`src/rtl/sb_arb.sv`:
```
// Multi-master system bus arbiter onto a single memory slave port.
// Big-endian lane swap on writes, lane select plus sign/zero extension on reads.
module sb_arb #(
  parameter int NUM_M    = 4,
  parameter int AW       = 32,
  parameter int RD_LAT   = 1,
  parameter int ARB_MODE = 1
) (
  input  logic                  clk,
  input  logic                  rst,
  input  logic [NUM_M-1:0]      m_req,
  input  logic [NUM_M-1:0]      m_we,
  input  logic [NUM_M-1:0]      m_un_sign,
  input  logic [4*NUM_M-1:0]    m_byte_mask,
  input  logic [AW*NUM_M-1:0]   m_addr,
  input  logic [32*NUM_M-1:0]   m_wdata,
  output logic [NUM_M-1:0]      m_gnt,
  output logic [NUM_M-1:0]      m_rvalid,
  output logic [31:0]           m_rdata,
  input  logic [31:0]           s_rdata,
  output logic                  s_re_o,
  output logic [3:0]            s_rw_o,
  output logic [AW-1:0]         s_addr_o,
  output logic [31:0]           s_wdata_o
);
  localparam int IW = (NUM_M > 1) ? $clog2(NUM_M) : 1;

  typedef enum logic {IDLE, RD_WAIT} state_t;

  state_t        r_state;
  logic [IW-1:0] r_owner;
  logic [IW-1:0] r_rr_ptr;
  logic [2:0]    r_cnt;
  logic [3:0]    r_rd_mask;
  logic          r_rd_sign;
  logic [AW-1:0] r_addr;

  logic          w_any;
  logic [IW-1:0] w_win;
  logic [IW-1:0] w_idx;
  logic          w_fire;
  logic          w_done;
  logic          w_we;
  logic [3:0]    w_mask;
  logic [AW-1:0] w_addr;
  logic [31:0]   w_wd;

  function automatic logic [31:0] fmt_wr(input logic [3:0] mk, input logic [31:0] wd);
    if (mk[3])      return {wd[7:0], wd[15:8], wd[23:16], wd[31:24]};
    else if (mk[1]) return {wd[7:0], wd[15:8], 16'b0};
    else if (mk[0]) return {wd[7:0], 24'b0};
    else            return '0;
  endfunction

  function automatic logic [31:0] fmt_rd(input logic [3:0] mk, input logic sg, input logic [31:0] rd);
    if (mk[3])      return {rd[7:0], rd[15:8], rd[23:16], rd[31:24]};
    else if (mk[1]) return {{16{sg & rd[23]}}, rd[23:16], rd[31:24]};
    else if (mk[0]) return {{24{sg & rd[31]}}, rd[31:24]};
    else            return '0;
  endfunction

  // Round robin starts the search at r_rr_ptr; fixed priority starts at 0.
  always_comb begin
    w_any = 1'b0;
    w_win = '0;
    w_idx = '0;
    for (int i = 0; i < NUM_M; i++) begin
      if (ARB_MODE == 1) w_idx = IW'((int'(r_rr_ptr) + i) % NUM_M);
      else               w_idx = IW'(i);
      if (!w_any && m_req[w_idx]) begin
        w_any = 1'b1;
        w_win = w_idx;
      end
    end
  end

  assign w_we   = m_we[w_win];
  assign w_mask = m_byte_mask[4*int'(w_win) +: 4];
  assign w_addr = m_addr[AW*int'(w_win) +: AW];
  assign w_wd   = m_wdata[32*int'(w_win) +: 32];
  assign w_fire = !rst && (r_state == IDLE) && w_any;
  assign w_done = !rst && (r_state == RD_WAIT) && (r_cnt == 3'(RD_LAT));

  always_comb begin
    m_gnt     = '0;
    m_rvalid  = '0;
    m_rdata   = '0;
    s_re_o    = 1'b0;
    s_rw_o    = '0;
    s_addr_o  = '0;
    s_wdata_o = '0;
    if (w_fire) begin
      m_gnt[w_win] = 1'b1;
      s_addr_o     = w_addr;
      if (w_we) begin
        s_rw_o    = {w_mask[0], w_mask[1], w_mask[2], w_mask[3]};
        s_wdata_o = fmt_wr(w_mask, w_wd);
      end else begin
        s_re_o = 1'b1;
      end
    end
    if (!rst && r_state == RD_WAIT) s_addr_o = r_addr;
    if (w_done) begin
      m_rvalid[r_owner] = 1'b1;
      m_rdata           = fmt_rd(r_rd_mask, r_rd_sign, s_rdata);
    end
  end

  always_ff @(posedge clk) begin
    if (rst) begin
      r_state   <= IDLE;
      r_owner   <= '0;
      r_cnt     <= '0;
      r_rr_ptr  <= '0;
      r_rd_mask <= '0;
      r_rd_sign <= 1'b0;
      r_addr    <= '0;
    end else begin
      case (r_state)
        IDLE: if (w_any) begin
          r_rr_ptr <= (int'(w_win) == NUM_M-1) ? '0 : w_win + IW'(1);
          if (!w_we) begin
            r_owner   <= w_win;
            r_rd_mask <= w_mask;
            r_rd_sign <= m_un_sign[w_win];
            r_addr    <= w_addr;
            r_cnt     <= 3'd1;
            r_state   <= RD_WAIT;
          end
        end
        RD_WAIT: begin
          // Bus stays owned by the read until the data-valid cycle.
          r_cnt <= r_cnt + 3'd1;
          if (r_cnt == 3'(RD_LAT)) r_state <= IDLE;
        end
        default: r_state <= IDLE;
      endcase
    end
  end
endmodule

```
`config.mk`:
```
export PLATFORM = sky130hd
export DESIGN_NAME = sb_arb
export DESIGN_NICKNAME = d
export VERILOG_FILES = /design/src/rtl/sb_arb.sv
export SDC_FILE = /design/constraint.sdc
export NUM_CORES = 1
export LEC_CHECK = 0
export ABC_CLOCK_PERIOD_IN_PS = 5300
export BUFFER_PORTS_ARGS = -buffer_cell sky130_fd_sc_hd__buf_2
export CAP_MARGIN = 40
export CORE_AREA = 2 2 167 169
export CTS_BUF_LIST = sky130_fd_sc_hd__clkbuf_8
export DETAILED_ROUTE_END_ITERATION = 7
export DIE_AREA = 0 0 169 171
export HOLD_SLACK_MARGIN = 0.15
export PLACE_DENSITY = 0.44
export SLEW_MARGIN = 20
export SYNTH_ARGS = -nofsm -noshare
export SYNTH_HDL_FRONTEND = slang
export SYNTH_SLANG_ARGS = --single-unit
export TNS_END_PERCENT = 1
```
`constraint.sdc`:
```
create_clock -name clk -period 5.3 [get_ports clk]
set_clock_uncertainty 0.15 [all_clocks]
set_input_delay 1.06 -clock clk [delete_from_list [all_inputs] [get_ports clk]]
set_output_delay 1.06 -clock clk [all_outputs]
set_load 0.01 [all_outputs]
```
After elaboration in Yosys (flattened, before gate mapping)
Index checks and enable logic that the tools add are counted.
{ "totals": {"rom_bits": 0, "mem_bits_rw": 0, "elab_cells": 95, "mem_count": 0, "out_inout_bits": 109, "in_bits": 318, "register_bits": 45, "latch_bits": 0} }
{ "classes": {"shift": 3, "mux": 48, "n_lt_le_gt_ge": 8, "multipliers": 0, "n_div": 0, "n_eq_ne": 4, "add_sub_neg": 5, "reduce_logical": 16, "bitwise_logic": 4} }
{ "op_table": {"columns": ["operator", "n"], "rows": [
  ["2-to-1 mux 32 bit", 11],
  ["indexed part select 128 x 8 -> 32 bit", 2],
  ["less-than comparator 2 x 3 -> 1 bit (second input constant)", 6],
  ["2-to-1 mux 1 bit", 16],
  ["2-to-1 mux 4 bit", 4],
  ["indexed part select 16 x 5 -> 4 bit", 1],
  ["binary-select mux 1 bit (select 2 bit)", 6],
  ["2-to-1 mux 2 bit", 5],
  ["logical AND 1 bit", 9],
  ["2-to-1 mux 3 bit", 2],
  ["case mux 3 bit (2 select lines)", 1],
  ["adder 2 x 1 -> 2 bit (second input constant)", 2],
  ["adder 2 bit (second input constant)", 2],
  ["demux 1 bit (select 2 bit)", 2],
  [">= comparator 2 x 1 -> 1 bit (second input constant)", 2],
  ["logical NOT 1 bit", 4],
  ["inequality test 2 bit (second input constant)", 2],
  ["AND reduction 2 bit", 2],
  ["adder 3 x 1 -> 3 bit (second input constant)", 1],
  ["equality test 3 x 1 -> 1 bit (second input constant)", 1],
  ["AND reduction 3 bit", 1],
  ["AND 1 bit", 2],
  ["equality test 2 x 1 -> 1 bit (second input constant)", 1],
  ["inverter 1 bit", 2],
  ["case mux 1 bit (2 select lines)", 1]
]} }

Depth between registers and ports, before layout
Gate-level depths: netlist (run 1).
{ "depth": {"depth_word": 18, "depth_mapped": 12, "mapped_depth_nobuf": 8} }

Least setup slack after synthesis (run 1)
Ideal clock, no wire load.
{ "synth_path": {"path_type": "input to output", "from": "input port m_req[0]", "to": "output port s_wdata_o[28]", "arrival_time_ns": 2.664, "n_path_buf": 3, "slack_ns": 1.426, "stages": 9, "t_required_ns": 4.090, "cell_sequence": "and2_4 o2bb2ai_1 or2_1 buf_6 inv_4 buf_6 buf_6 mux4_2 nor3b_1"} }
{ "synth_between": {"elab_chain_len": 18, "elab_cells_between_ends": 32, "cone_classes": "shift (2); mux (23); reduce/logical (7)"} }
{ "synth_rtl": {"columns": ["item", "line_no", "rtl"], "rows": [
  ["start, declared", "11", "input logic [NUM_M-1:0] m_req,"],
  ["binary-select mux 1 bit (select 2 bit)", "70", "if (!w_any && m_req[w_idx]) begin"],
  ["2-to-1 mux 1 bit (not written as such)", "70", null],
  ["2-to-1 mux 1 bit", "70", null],
  ["logical NOT 1 bit", "70", null],
  ["logical AND 1 bit", "70", null],
  ["2-to-1 mux 1 bit", "70", null],
  ["logical NOT 1 bit", "70", null],
  ["logical AND 1 bit", "70", null],
  ["[2 not listed]", null, null],
  ["logical AND 1 bit", "70", null],
  ["2-to-1 mux 2 bit", "70", null],
  ["indexed part select 128 x 8 -> 32 bit or indexed part select 16 x 5 -> 4 bit (tied branches)", "80, 78", null],
  ["2-to-1 mux 32 bit", "51", "else if (mk[0]) return {wd[7:0], 24'b0};"],
  ["2-to-1 mux 32 bit", "50", "else if (mk[1]) return {wd[7:0], wd[15:8], 16'b0};"],
  ["2-to-1 mux 32 bit", "49", "if (mk[3]) return {wd[7:0], wd[15:8], wd[23:16], wd[31:24]};"],
  ["2-to-1 mux 32 bit", "95", "if (w_we) begin"],
  ["2-to-1 mux 32 bit (*)", "92", "if (w_fire) begin"],
  ["end, declared", "24", "output logic [31:0] s_wdata_o"]
]} }
Mark *: on every way between the ends. The rest lies on a longest branch, timed or not. The select of a mux whose other input is x is not followed.

Final worst setup path (run 1)
{ "layout_path": {"from": "input port m_req[0]", "to": "output port s_wdata_o[21]"} }
{ "layout_between": {"elab_chain_len": 17, "elab_cells_between_ends": 31, "cone_classes": "shift (2); mux (22); reduce/logical (7)"} }
{ "layout_rtl": {"columns": ["item", "line_no"], "rows": [
  ["binary-select mux 1 bit (select 2 bit)", "70"],
  ["2-to-1 mux 1 bit (not written as such)", "70"],
  ["2-to-1 mux 1 bit", "70"],
  ["logical NOT 1 bit", "70"],
  ["logical AND 1 bit", "70"],
  ["2-to-1 mux 1 bit", "70"],
  ["logical NOT 1 bit", "70"],
  ["logical AND 1 bit", "70"],
  ["2-to-1 mux 1 bit", "70"],
  ["logical NOT 1 bit", "70"],
  ["logical AND 1 bit", "70"],
  ["2-to-1 mux 2 bit", "70"],
  ["indexed part select 128 x 8 -> 32 bit or indexed part select 16 x 5 -> 4 bit (tied branches)", "80, 78"],
  ["2-to-1 mux 32 bit", "50"],
  ["2-to-1 mux 32 bit", "49"],
  ["2-to-1 mux 32 bit", "95"],
  ["2-to-1 mux 32 bit (*)", "92"]
]} }
Marks and branches as above.

==> results of run 1 <==
synthesized netlist by cell type (3+ instances only):
| library cell | n |
|---|---|
| nor2_1 | 12 |
| a211oi_1 | 33 |
| dfxtp_1 | 44 |
| buf_4 | 7 |
| mux4_2 | 33 |
| nor3b_1 | 33 |
| o21ai_0 | 10 |
| and3_1 | 34 |
| nand3_1 | 54 |
| a221o_1 | 33 |
| a22o_1 | 32 |
| mux2i_1 | 34 |
| inv_1 | 21 |
| buf_6 | 6 |
| and2_1 | 12 |
| ha_1 | 6 |
| nor2b_1 | 3 |
| nand2b_1 | 4 |
| buf_2 | 22 |
| clkbuf_1 | 35 |
| nand2_1 | 19 |
| o211ai_1 | 3 |
| a21oi_1 | 101 |
power groups by stage:
stage / sequential [mW] / combinational, mW / clock, mW
floorplan: 0.489 / 1.36 / 0
global placement: 0.530 / 1.96 / 0
detailed placement: 0.529 / 1.97 / 0
CTS: 0.524 / 1.98 / 0.313
global route: 0.541 / 2.13 / 0.323
finish: 0.525 / 1.94 / 0.295
layout make-up:
| class | count | area, um2 | area share (%) |
|---|---|---|---|
| diodes | 5 | 12.5 | 0.162 |
| inverters | 23 | 91.3 | 1.18 |
| clock inverters | 2 | 38.8 | 0.502 |
| multi-input cells | 486 | 3860 | 50.0 |
| flip-flops and latches | 44 | 881 | 11.4 |
| well taps | 346 | 433 | 5.60 |
| clock buffers | 6 | 82.6 | 1.07 |
| repair buffers | 444 | 2320 | 30.1 |
through the flow:
stage / setup slack [ps] / instances / hold WS, ps
2_1_floorplan: 1430 / 624 / 293
3_3_place_gp: 341 / 1342 / 300
3_5_place_dp: 521 / 1343 / 308
4_1_cts: 522 / 1351 / 324
5_1_grt: 343 / 1356 / 337
6_report: 552 / 1356 / 322
cell families after synthesis:
kind of cell / after synthesis
AOI/OAI and AO/OA: 227
adders and majority gates: 6
buffers and inverters: 94
DFF: 44
muxes: 67
and+or+nand+nor: 186
how the worst min path moves through the flow:
stage,from,to,slack (ps),depth (start not counted)
after floorplan,r_addr[30],r_addr[30],290,2
after global placement,r_addr[9],r_addr[9],300,2
after detailed placement,r_addr[29],r_addr[29],310,2
after CTS,r_addr[29],r_addr[29],320,2
after global routing,r_addr[19],r_addr[19],340,2
final,r_addr[2],r_addr[2],320,2
cells in the final DEF (no fill, tap or decap), types with 11 or more instances in the layout:
| cell | instances |
|---|---|
| a211oi_1 | 33 |
| a21oi_1 | 101 |
| a221o_1 | 33 |
| a22o_1 | 32 |
| and2_1 | 12 |
| and3_1 | 34 |
| buf_2 | 426 |
| buf_4 | 14 |
| dfxtp_1 | 44 |
| inv_1 | 21 |
| mux2i_1 | 34 |
| mux4_2 | 33 |
| nand2_1 | 19 |
| nand3_1 | 54 |
| nor2_1 | 11 |
| nor3b_1 | 33 |
layer usage:
layer	GRT usage, %	vias up
met2	33.1	281
met3	4.40	29
met5	0	-
met4	5.54	6
met1	18.5	3113
li1	-	3212
state kept, by name, indices dropped and copies added, names as in the netlist:
| register | cells |
|---|---|
| r_cnt | 3 |
| r_addr | 32 |
| r_rd_sign | 1 |
| r_rr_ptr | 2 |
| r_state | 1 |
| r_owner | 2 |
| r_rd_mask | 3 |
tightest hold or removal path, cell delays in order, from the launching register on:
cell     delay [ps]
dfxtp_1         320
nand3_1          60
a21oi_1          50
==> impl_results.md, run 1 <==
* Routed length on met3 at 1.95 mm
* Simple-gate share of the synthesized area at about a fifth
* Crit path DAT at between 3000 and 4000 ps
* Worst-path clk slew at about 100 ps
* Main flop type after synthesis: dfxtp_1
* Mapped cell area at a little over 0.005 mm2
* Finish-stage setup viols at 0
* First-pass GRT wire length at 38.2 mm
* FMAX at approximately 210 MHz
* Hold Violations, Final at 0
* EDFF count, synth at 0
* Compound-Gate Fraction of Synth Area at between 30% and 40%
* Placed inst area at between 0.007 and 0.008 mm2
* Port Buffer Count at roughly 430
* Via Count at ~6600
* Relative slew slack at about half
* Worst skew pair latency at ~300 ps
* Setup CP Type: input port to primary output
* Mux contribution to synthesized area at a little over a fifth
* Worst path depth at 9
* Clock Power Share at a little over a tenth
* NetSw at 1.33 mW
* Leading area contributor after synthesis: dfxtp_1
* DR top layer: met5
* Worst path cell trace: buf_2, and2_4, o2bb2ai_1, or2_2, inv_4, nand3_1, a22oi_1, nor3b_1, buf_2
* Dpl hpwl at 21.5 mm
* Fin. max-slew vios at 0
* VDD IR-drop max at 0.000129 V
* CTS-repair resized insts at 0
* Total leakage power at roughly 3.8 nW
* Clock root buffer: clkbuf_8
* Die extent in y at roughly 170 um
* R2R Setup Slk at between 2000 and 2500 ps
* Site Rows at 61
* Setup_tns at 0 ps
* Post-CTS Setup Repair Bufs at 0
* Syn Area/Cell at just over 8 um2
* Clk sink count at 44
* H-tree Lvls at 2
* Synth Register Bits at 44
* Final Cycle Share at 89.6%
* CTS Hold Bufs at 0
* Worst min-delay path class: register to register
* Period minus WS final at 4750 ps
* Most used cell, CP: buf_2
* Nets at 1328
* Layout cells sized above 1 at about half
* First-pass detailed-route iteration total at 4
* Reg-to-Reg End: r_addr[7]
* RD Place Congestion at a little under 0.9
* Die area at roughly 0.029 mm2
* Fin area at 0.00773 mm2
* Die boundary width at 169 um
* Internal at 1.43 mW
* ANT nets after route at 0
* Io pins at about 430
* Sw frac at approximately half
* Critical Path End: s_wdata_o[21]
* Register area share after synthesis at between 10% and 20%
* GRT overflow at 0
* Worst Setup End Kind: primary output
* XOR/XNOR Fraction of Synth Area at 0%
* Tot Pwr at between 2 and 3 mW
* Worst path slowest cell: a22oi_1
* Largest cells by area after synthesis: dfxtp_1, mux4_2, a21oi_1, mux2i_1, a221o_1
* Kind of cell adding the most delay to the critical path: simple AND/OR/NAND/NOR gates
* Worst Reg-to-Reg Cells at 9
* Met1 wire length at 10.1 mm
* Crit. Startpoint: m_req[0]
* Metal2 WL at roughly 14 mm
* Antenna violations before repair at 8
* Ys Warns at 0
* Wire per inst at slightly below 20 um
* Fin util at between 20% and 30%
* Via density at 4.90
* Area of the core at 0.0273 mm2
* Synth async-reset ratio at 0%
* Worst slew pin tran at slightly below 800 ps
* Reg2reg start: r_rr_ptr[1]
* Max Cap Violations at 0
* Largest fanout on the critical path at 21
* Vias in the first global route at 6454
* Comb power frac at 70.3%
* Pwr per Cell Area at approximately 360 mW/mm2
* Largest family of logic cells by synthesized area: compound AO/OA/AOI/OAI gates
* Max incr delay on CP at approximately 650 ps
* Initial Util at approximately a fifth
* Syn Inst Count at 624
* Clock buffer depth at 2
* Wirelength, routed at between 20 and 30 mm
* WP buf/inv at 3
* Post-Syn Nets at about 950
* Syn-to-layout area delta at 49.5%
* Unrepaired setup endpoints after global routing: no
* CTS Buf Count at 5
* Total GRT Usage at roughly 17%
* Largest net degree at the start of global routing at about 100
* Reg power frac at a little under a fifth
* Initial DRC count at 298
* Required time worst endpoint at between 4000 and 5000 ps
* Status: finished clean
* DRC viols at 0
* Layout fillers at roughly 3000
* Post-synth top area share at 17.0%
* Synth cell types at 51
* CTS tree: built
* CP Launch Type: input port
* Adder-cell share of the synthesized area at ~1.5%
No activity file was read; power rests on OpenSTA's default activity.
==> run 2, diff against run 1 <==
--- a/config.mk
+++ b/config.mk
@@ -5,15 +5,17 @@
 export SDC_FILE = /design/constraint.sdc
 export NUM_CORES = 1
 export LEC_CHECK = 0
+export ABC_AREA = 1
 export ABC_CLOCK_PERIOD_IN_PS = 5300
 export BUFFER_PORTS_ARGS = -buffer_cell sky130_fd_sc_hd__buf_2
 export CAP_MARGIN = 40
-export CORE_AREA = 2 2 167 169
+export CORE_AREA = 2 2 164 166
 export CTS_BUF_LIST = sky130_fd_sc_hd__clkbuf_8
 export DETAILED_ROUTE_END_ITERATION = 7
-export DIE_AREA = 0 0 169 171
+export DIE_AREA = 0 0 166 168
+export GPL_ROUTABILITY_DRIVEN = 0
 export HOLD_SLACK_MARGIN = 0.15
-export PLACE_DENSITY = 0.44
+export PLACE_DENSITY = 0.47
 export SLEW_MARGIN = 20
 export SYNTH_ARGS = -nofsm -noshare
 export SYNTH_HDL_FRONTEND = slang
==> run 2 against run 1 <==
Net effect: global-route usage is 0.59 points higher; sequential cell count stayed put; largest cell class unchanged; synthesized cell count is 66% higher; sequential power is 2% lower; total power is 110% higher.
==> impl_results.md, run 2 <==
* Status: finished clean (unchanged)
* Top-count cell post-synth: nand2_1 (was a21oi_1)
* Post-Syn Nets at 1362 (was 948)
* CTS Buf Count at 5 (unchanged)
* CTS Hold Bufs at 0 (unchanged)
* DRC viols at 0 (unchanged)
* Largest register by flop count: r_addr (unchanged)
* R2R Setup Slk at 2290 ps (was 2070 ps)
* Min Hold Slack at 361 ps (was 322 ps)
* Hold Startpoint: r_cnt[1] (was r_addr[2])
* Site Rows at 60 (was 61)
* Commonest non-fill, non-tap cell in the layout: buf_2 (unchanged)
* Endpoint, Worst Hold: r_cnt[1] (was r_addr[2])
* Largest cells by area after synthesis: nand2_1, dfxtp_1, nor2_1, o21ai_0, inv_1 (was dfxtp_1, mux4_2, a21oi_1, mux2i_1, a221o_1)
* Met3 Track Usage GR at 4.98% (was 4.40%)
* Number of cells on the worst hold path at 2 (unchanged)
* Register area share after synthesis at 16.4% (was 17.0%)
* Most frequent cells in the layout: buf_2, nand2_1, nor2_1 (was buf_2, a21oi_1, nand3_1)
* CP Launch Type: input port (unchanged)
* Nets at 1742 (was 1328)
* ANT nets after route at 0 (unchanged)
* Ys Warns at 0 (unchanged)
* Clock buffer depth at 2 (unchanged)
* Finish-stage setup viols at 0 (unchanged)
* Syn Inst Count at 1038 (was 624)
* Worst Reg-to-Reg Cells at 16 (was 9)
* Clock root buffer: clkbuf_8 (unchanged)
* Synth Register Bits at 44 (unchanged)
* Leading area contributor after synthesis: nand2_1 (was dfxtp_1)
* Max incr delay on CP at 470 ps (was 650 ps)
* Die area at 0.0279 mm2 (was 0.0289 mm2)
* Fin util at 29.8% (was 28.3%)
* Most used cell, CP: nand2_1 (was buf_2)
* Initial Util at 20.4% (was 18.9%)
* Mapped cell area at 0.00537 mm2 (was 0.00517 mm2)
* Largest net degree at the start of global routing at 85 (was 101)
* GRT overflow at 0 (unchanged)
* Dpl hpwl at 21.3 mm (was 21.5 mm)
* Synth async-reset ratio at 0% (unchanged)
* Top Registers: r_addr: 32 flops, r_cnt: 3 flops, r_rd_mask: 3 flops (unchanged)
* H-tree Lvls at 2 (unchanged)
* Io pins at 427 (unchanged)
* Post-CTS Setup Repair Bufs at 0 (unchanged)
* Worst min-delay path class: register to register (unchanged)
* Synth cell types at 32 (was 51)
* Crit path DAT at 3470 ps (was 3540 ps)
* Post-placement cell count at 1752 (was 1343)
* Most Crowded Layer GR: met2 (unchanged)
* Setup_tns at 0 ps (unchanged)
* Required time worst endpoint at 4090 ps (about the same)
* EDFF count, synth at 0 (unchanged)
* Reg-to-Reg End: r_addr[5] (was r_addr[7])
* Clk sink count at 44 (unchanged)
* Via Count at 7684 (was 6641)
* Setup CP Type: input port to primary output (unchanged)
* Fin. max-slew vios at 0 (unchanged)
* Final Cycle Share at 88.3% (was 89.6%)
* Met2 usage at 31.4% (was 33.1%)
* Period minus WS final at 4680 ps (was 4750 ps)
* Initial DRC count at 351 (was 298)
* Max Cap Violations at 0 (unchanged)
* Post-synth top cells: nand2_1, nor2_1, inv_1, o21ai_0, a21oi_1 (was a21oi_1, nand3_1, dfxtp_1, clkbuf_1)
* Wire per inst at 14.8 um (was 19.8 um)
* Vias in the first global route at 7278 (was 6454)
* First-pass GRT wire length at 40.0 mm (was 38.2 mm)
* Main flop type after synthesis: dfxtp_1 (unchanged)
* Post-synth top area share at 19.7% (was 17.0%)
* Die boundary width at 166 um (was 169 um)
* VDD IR-drop max at 0.000484 V (was 0.000129 V)
* Worst path cell trace: buf_2, inv_1, nand2_1, nand3_1, nand2_2, inv_1, nand2_1, nand2_1, nand3_4, inv_6, buf_4, a21oi_1, o21ai_0, nand2_1, nand2_1, o21ai_0, buf_2 (was buf_2, and2_4, o2bb2ai_1, or2_2, inv_4, nand3_1, a22oi_1, nor3b_1, buf_2)
* FMAX at 214 MHz (was 211 MHz)
* Final Instance Count excl. Fillers at 1762 (was 1356)
* Pwr per Cell Area at 722 mW/mm2 (was 357 mW/mm2)
* Syn-to-layout area delta at 46.3% (was 49.5%)
* Placed inst area at 0.00774 mm2 (was 0.00759 mm2)
* Largest fanout on the critical path at 50 (was 21)
* Antenna violations before repair at 5 (was 8)
* Fin area at 0.00786 mm2 (was 0.00773 mm2)
* Max reg flops at 32 (unchanged)
* Syn Area/Cell at 5.17 um2 (was 8.28 um2)
* Area of the core at 0.0264 mm2 (was 0.0273 mm2)
* Worst Setup End Kind: primary output (unchanged)
* Layout cells sized above 1 at 34.0% (was 50.0%)
* CTS tree: built (unchanged)
* Worst skew pair latency at 310 ps (was 300 ps)
* Wirelength, routed at 26.0 mm (was 26.8 mm)
* Die extent in y at 168 um (was 171 um)
* CTS-repair resized insts at 0 (unchanged)
* First-pass detailed-route iteration total at 6 (was 4)
* Hold Violations, Final at 0 (unchanged)
* Reg2reg start: r_rr_ptr[0] (was r_rr_ptr[1])
* Total GRT Usage at 17.9% (was 17.3%)
* Port Buffer Count at 426 (unchanged)
* Worst-path clk slew at 90 ps (was 100 ps)
* Via density at 4.36 (was 4.90)
* Relative slew slack at 44.4% (was 48.6%)
* Worst slew pin tran at 827 ps (was 769 ps)
* Worst path slowest cell: buf_4 (was a22oi_1)
* Unrepaired setup endpoints after global routing: no (unchanged)
* Total leakage power at 4.64 nW (was 3.78 nW)
* GRT met1 Usage at 21.2% (was 18.5%)
run 2: cell count changes after synthesis, moves of 33 or more:
cell      previous run  this run
a221o_1             33         0
nor2_1              12       202
a21oi_1            101        64
nor3b_1             33         0
o21ai_0             10       103
mux4_2              33         0
inv_1               21       130
mux2i_1             34         0
nand2_1             19       282
o211ai_1             3        46
run 2: final cells by class:
class	instances	area, um2
Multi-Input combinational cell	791	3640
Fill cell	3110	18500
Tap cell	341	427
Clock inverter	3	42.5
Clock buffer	5	68.8
Antenna cell	2	5.00
Inverter	136	518
Timing Repair Buffer	440	2270
Sequential cell	44	881
run 2: power by group:
group	total, mW	leakage, nW	internal [mW]	switching, mW
combinational	4.89	4.22	1.61	3.27
sequential	0.512	0.365	0.460	0.0516
clock	0.270	0.0542	0.140	0.130
run 2: per-stage QoR:
step	total power, mW	setup WS, ps
2_1_floorplan	4.09	1440
3_3_place_gp	5.46	620
3_5_place_dp	5.49	585
4_1_cts	5.78	582
5_1_grt	6.44	262
6_report	5.67	619
run 2: worst max-delay path by stage:
stage | from | to | slack [ps] | depth (start not counted)
final | m_req[3] | s_addr_o[7] | 620 | 17
after detailed placement | m_req[3] | s_addr_o[31] | 590 | 17
after global placement | m_req[3] | s_addr_o[31] | 620 | 17
after global routing | m_req[3] | s_addr_o[5] | 260 | 17
after floorplan | m_req[3] | m_gnt[3] | 1440 | 15
after CTS | m_req[3] | s_addr_o[31] | 580 | 17
run 2: logic make-up after synthesis:
logic type,Yosys count,share of synthesized area [%]
adder cells (fa/ha/maj),6,1.40
flip-flops,44,16.4
AO/OA/AOI/OAI,229,24.1
AND/OR/NAND/NOR,556,42.0
buffers and inverters,203,16.1
run 2: worst max-delay path: cells and delay by family:
| kind | cells | cell delay [ps] |
|---|---|---|
| compound gates | 3 | 310 |
| simple gates | 8 | 870 |
| buf+inv | 6 | 1180 |
run 2: metal layers:
layer  vias to the layer above  wire length (um)
met4                         2               573
li1                       4028                 -
met3                        28              2070
met1                      3338             10800
met5                         -                13
met2                       288             12600
==> run 3, diff against run 2 <==
--- a/config.mk
+++ b/config.mk
@@ -15,7 +15,6 @@
 export DIE_AREA = 0 0 166 168
 export GPL_ROUTABILITY_DRIVEN = 0
 export HOLD_SLACK_MARGIN = 0.15
-export PLACE_DENSITY = 0.47
 export SLEW_MARGIN = 20
 export SYNTH_ARGS = -nofsm -noshare
 export SYNTH_HDL_FRONTEND = slang
==> run 3 against run 2 <==
Net effect: register-to-register slack worse by 470 ps; maximum frequency increased by 0.29%; total power rose by 0.72%; combinational power rose by 2%; sequential share of layout area is essentially flat; utilization about the same; critical path type unchanged; largest cell class unchanged; highest routed layer is now met4.
==> impl_results.md, run 3 (synthesized netlist as in run 2, its figures left out) <==
* Status: finished clean (unchanged)
* Min Hold Slack at 360 ps (was 361 ps)
* Final Cycle Share at 88.1% (was 88.3%)
* CTS-repair resized insts at 0 (unchanged)
* Area of the core at 0.0264 mm2 (unchanged)
* Largest fanout on the critical path at 78 (was 50)
* Hold Violations, Final at 0 (unchanged)
* Period minus WS final at 4670 ps (was 4680 ps)
* Multi-input logic area at 0.00364 mm2 (unchanged)
* Via Count at 7796 (was 7684)
* Via density at 4.42 (was 4.36)
* H-tree Lvls at 2 (unchanged)
* Pwr per Cell Area at 727 mW/mm2 (was 722 mW/mm2)
* Reg2reg start: r_rr_ptr[0] (unchanged)
* Relative slew slack at 47.1% (was 44.4%)
* DR top layer: met4 (was met5)
* PnR worst setup slack at 632 ps (was 619 ps)
* Tot Pwr at 5.71 mW (was 5.67 mW)
* FMAX at 214 MHz (about the same)
* Met1 wire length at 10.4 mm (was 10.8 mm)
* Wire per inst at 14.0 um (was 14.8 um)
* CP Launch Type: input port (unchanged)
* Die area at 0.0279 mm2 (unchanged)
* Nets at 1744 (was 1742)
* DRC viols at 0 (unchanged)
* Routed length on met3 at 1.66 mm (was 2.07 mm)
* Total GRT Usage at 16.9% (was 17.9%)
* Setup_tns at 0 ps (unchanged)
* Most frequent cells in the layout: buf_2, nand2_1, nor2_1 (unchanged)
* Post-CTS Setup Repair Bufs at 0 (unchanged)
* Worst min-delay path class: register to register (unchanged)
* Max reg flops at 32 (unchanged)
* Wirelength, routed at 24.6 mm (was 26.0 mm)
* Setup CP Type: input port to primary output (unchanged)
* Worst Setup End Kind: primary output (unchanged)
* Clock buffer depth at 2 (unchanged)
* Worst Reg-to-Reg Cells at 17 (was 16)
* Total leakage power at 4.65 nW (was 4.64 nW)
* ANT nets after route at 0 (unchanged)
* Die boundary width at 166 um (unchanged)
* CTS tree: built (unchanged)
* Worst-path clk slew at 90 ps (about the same)
* Worst path slowest cell: buf_12 (was buf_4)
* Metal2 WL at 12.0 mm (was 12.6 mm)
* Reg-to-Reg End: r_addr[27] (was r_addr[5])
* Clk sink count at 44 (unchanged)
* FF+latch area at 881 um2 (unchanged)
* Max incr delay on CP at 310 ps (was 470 ps)
* Site Rows at 60 (unchanged)
* First-pass detailed-route iteration total at 4 (was 6)
* Most used cell, CP: nand2_1 (unchanged)
* Place WS at 612 ps (was 585 ps)
* Layout cells sized above 1 at 33.9% (was 34.0%)
* Crit path DAT at 3460 ps (was 3470 ps)
* Worst slew pin tran at 787 ps (was 827 ps)
* Required time worst endpoint at 4090 ps (about the same)
* Die extent in y at 168 um (unchanged)
* Antenna violations before repair at 2 (was 5)
* Clock root buffer: clkbuf_8 (unchanged)
* Layout fillers at 3074 (was 3110)
* Syn-to-layout area delta at 46.3% (about the same)
* Worst path cell trace: buf_2, inv_1, nand2_1, nand3_1, nand2_2, inv_1, nand3_1, nand3_4, buf_12, nand2_1, nand3_1, nand2_1, nand2_1, nand2_1, nor3_1, buf_2 (was buf_2, inv_1, nand2_1, nand3_1, nand2_2, inv_1, nand2_1, nand2_1, nand3_4, inv_6, buf_4, a21oi_1, o21ai_0, nand2_1, nand2_1, o21ai_0, buf_2)
* Port Buffer Count at 426 (unchanged)
* Endpoint, Worst Hold: r_cnt[1] (unchanged)
* CTS Buf Count at 5 (unchanged)
* Max Cap Violations at 0 (unchanged)
* First-pass GRT wire length at 38.0 mm (was 40.0 mm)
* Initial DRC count at 433 (was 351)
* Hold Startpoint: r_cnt[1] (unchanged)
* Finish-stage setup viols at 0 (unchanged)
* CTS Hold Bufs at 0 (unchanged)
* Vias in the first global route at 7242 (was 7278)
* VDD IR-drop max at 0.000351 V (was 0.000484 V)
* Fin. max-slew vios at 0 (unchanged)
* Dpl hpwl at 19.8 mm (was 21.3 mm)
* Worst skew pair latency at 300 ps (was 310 ps)
* Number of cells on the worst hold path at 2 (unchanged)
* Top Registers: r_addr: 32 flops, r_cnt: 3 flops, r_rd_mask: 3 flops (unchanged)
* Largest net degree at the start of global routing at 118 (was 85)
* Unrepaired setup endpoints after global routing: no (unchanged)
* Commonest non-fill, non-tap cell in the layout: buf_2 (unchanged)
* Io pins at 427 (unchanged)
* R2R Setup Slk at 1820 ps (was 2290 ps)
* Initial Util at 20.4% (unchanged)
* Largest register by flop count: r_addr (unchanged)
* GRT overflow at 0 (unchanged)
## run 3: worst max path at each step
stage              from       endpoint  slack, ps  cells after the start
6_report       m_req[3]  s_wdata_o[18]        630                     16
5_1_grt        m_req[3]  s_wdata_o[18]        290                     17
4_1_cts        m_req[1]  s_wdata_o[18]        600                     17
3_5_place_dp   m_req[1]  s_wdata_o[18]        610                     17
3_3_place_gp   m_req[3]   s_addr_o[18]        700                     16
2_1_floorplan  m_req[3]       m_gnt[3]       1440                     15
## run 3: critical path: cells and delay by family
| kind | cells | cell delay, ps |
|---|---|---|
| buffers and inverters | 5 | 750 |
| and+or+nand+nor | 11 | 1580 |
## run 3: power breakdown
| part | internal, mW | switching (mW) | total (mW) | leakage, nW |
|---|---|---|---|---|
| Sequential | 0.460 | 0.0512 | 0.511 | 0.365 |
| Combinational | 1.66 | 3.32 | 4.98 | 4.24 |
| Clock | 0.0907 | 0.127 | 0.218 | 0.0507 |
| Total | 2.21 | 3.50 | 5.71 | 4.65 |
## run 3: layout make-up
| cell class | instances | share of cell area [%] |
|---|---|---|
| Sequential cell | 44 | 11.2 |
| Timing Repair Buffer | 442 | 29.3 |
| Multi-Input combinational cell | 791 | 46.3 |
| Tap cell | 341 | 5.43 |
| Inverter | 136 | 6.60 |
| Clock buffer | 5 | 0.876 |
| Clock inverter | 3 | 0.207 |
| Antenna cell | 1 | 0.0319 |
## run 3: routing by layer
layer,GRT usage [%],up-vias
met2,30.3,275
li1,-,4028
met5,0,-
met3,3.53,24
met1,20.4,3469
met4,4.57,0
## run 3: metrics by stage
stage | util, % | instances | area, um2
2_1_floorplan | - | 1038 | 5370
6_report | 29.8 | 1763 | 7850
4_1_cts | 29.8 | 1762 | 7850
3_3_place_gp | 29.4 | 1753 | 7760
5_1_grt | 29.8 | 1763 | 7850
3_5_place_dp | 29.5 | 1754 | 7770
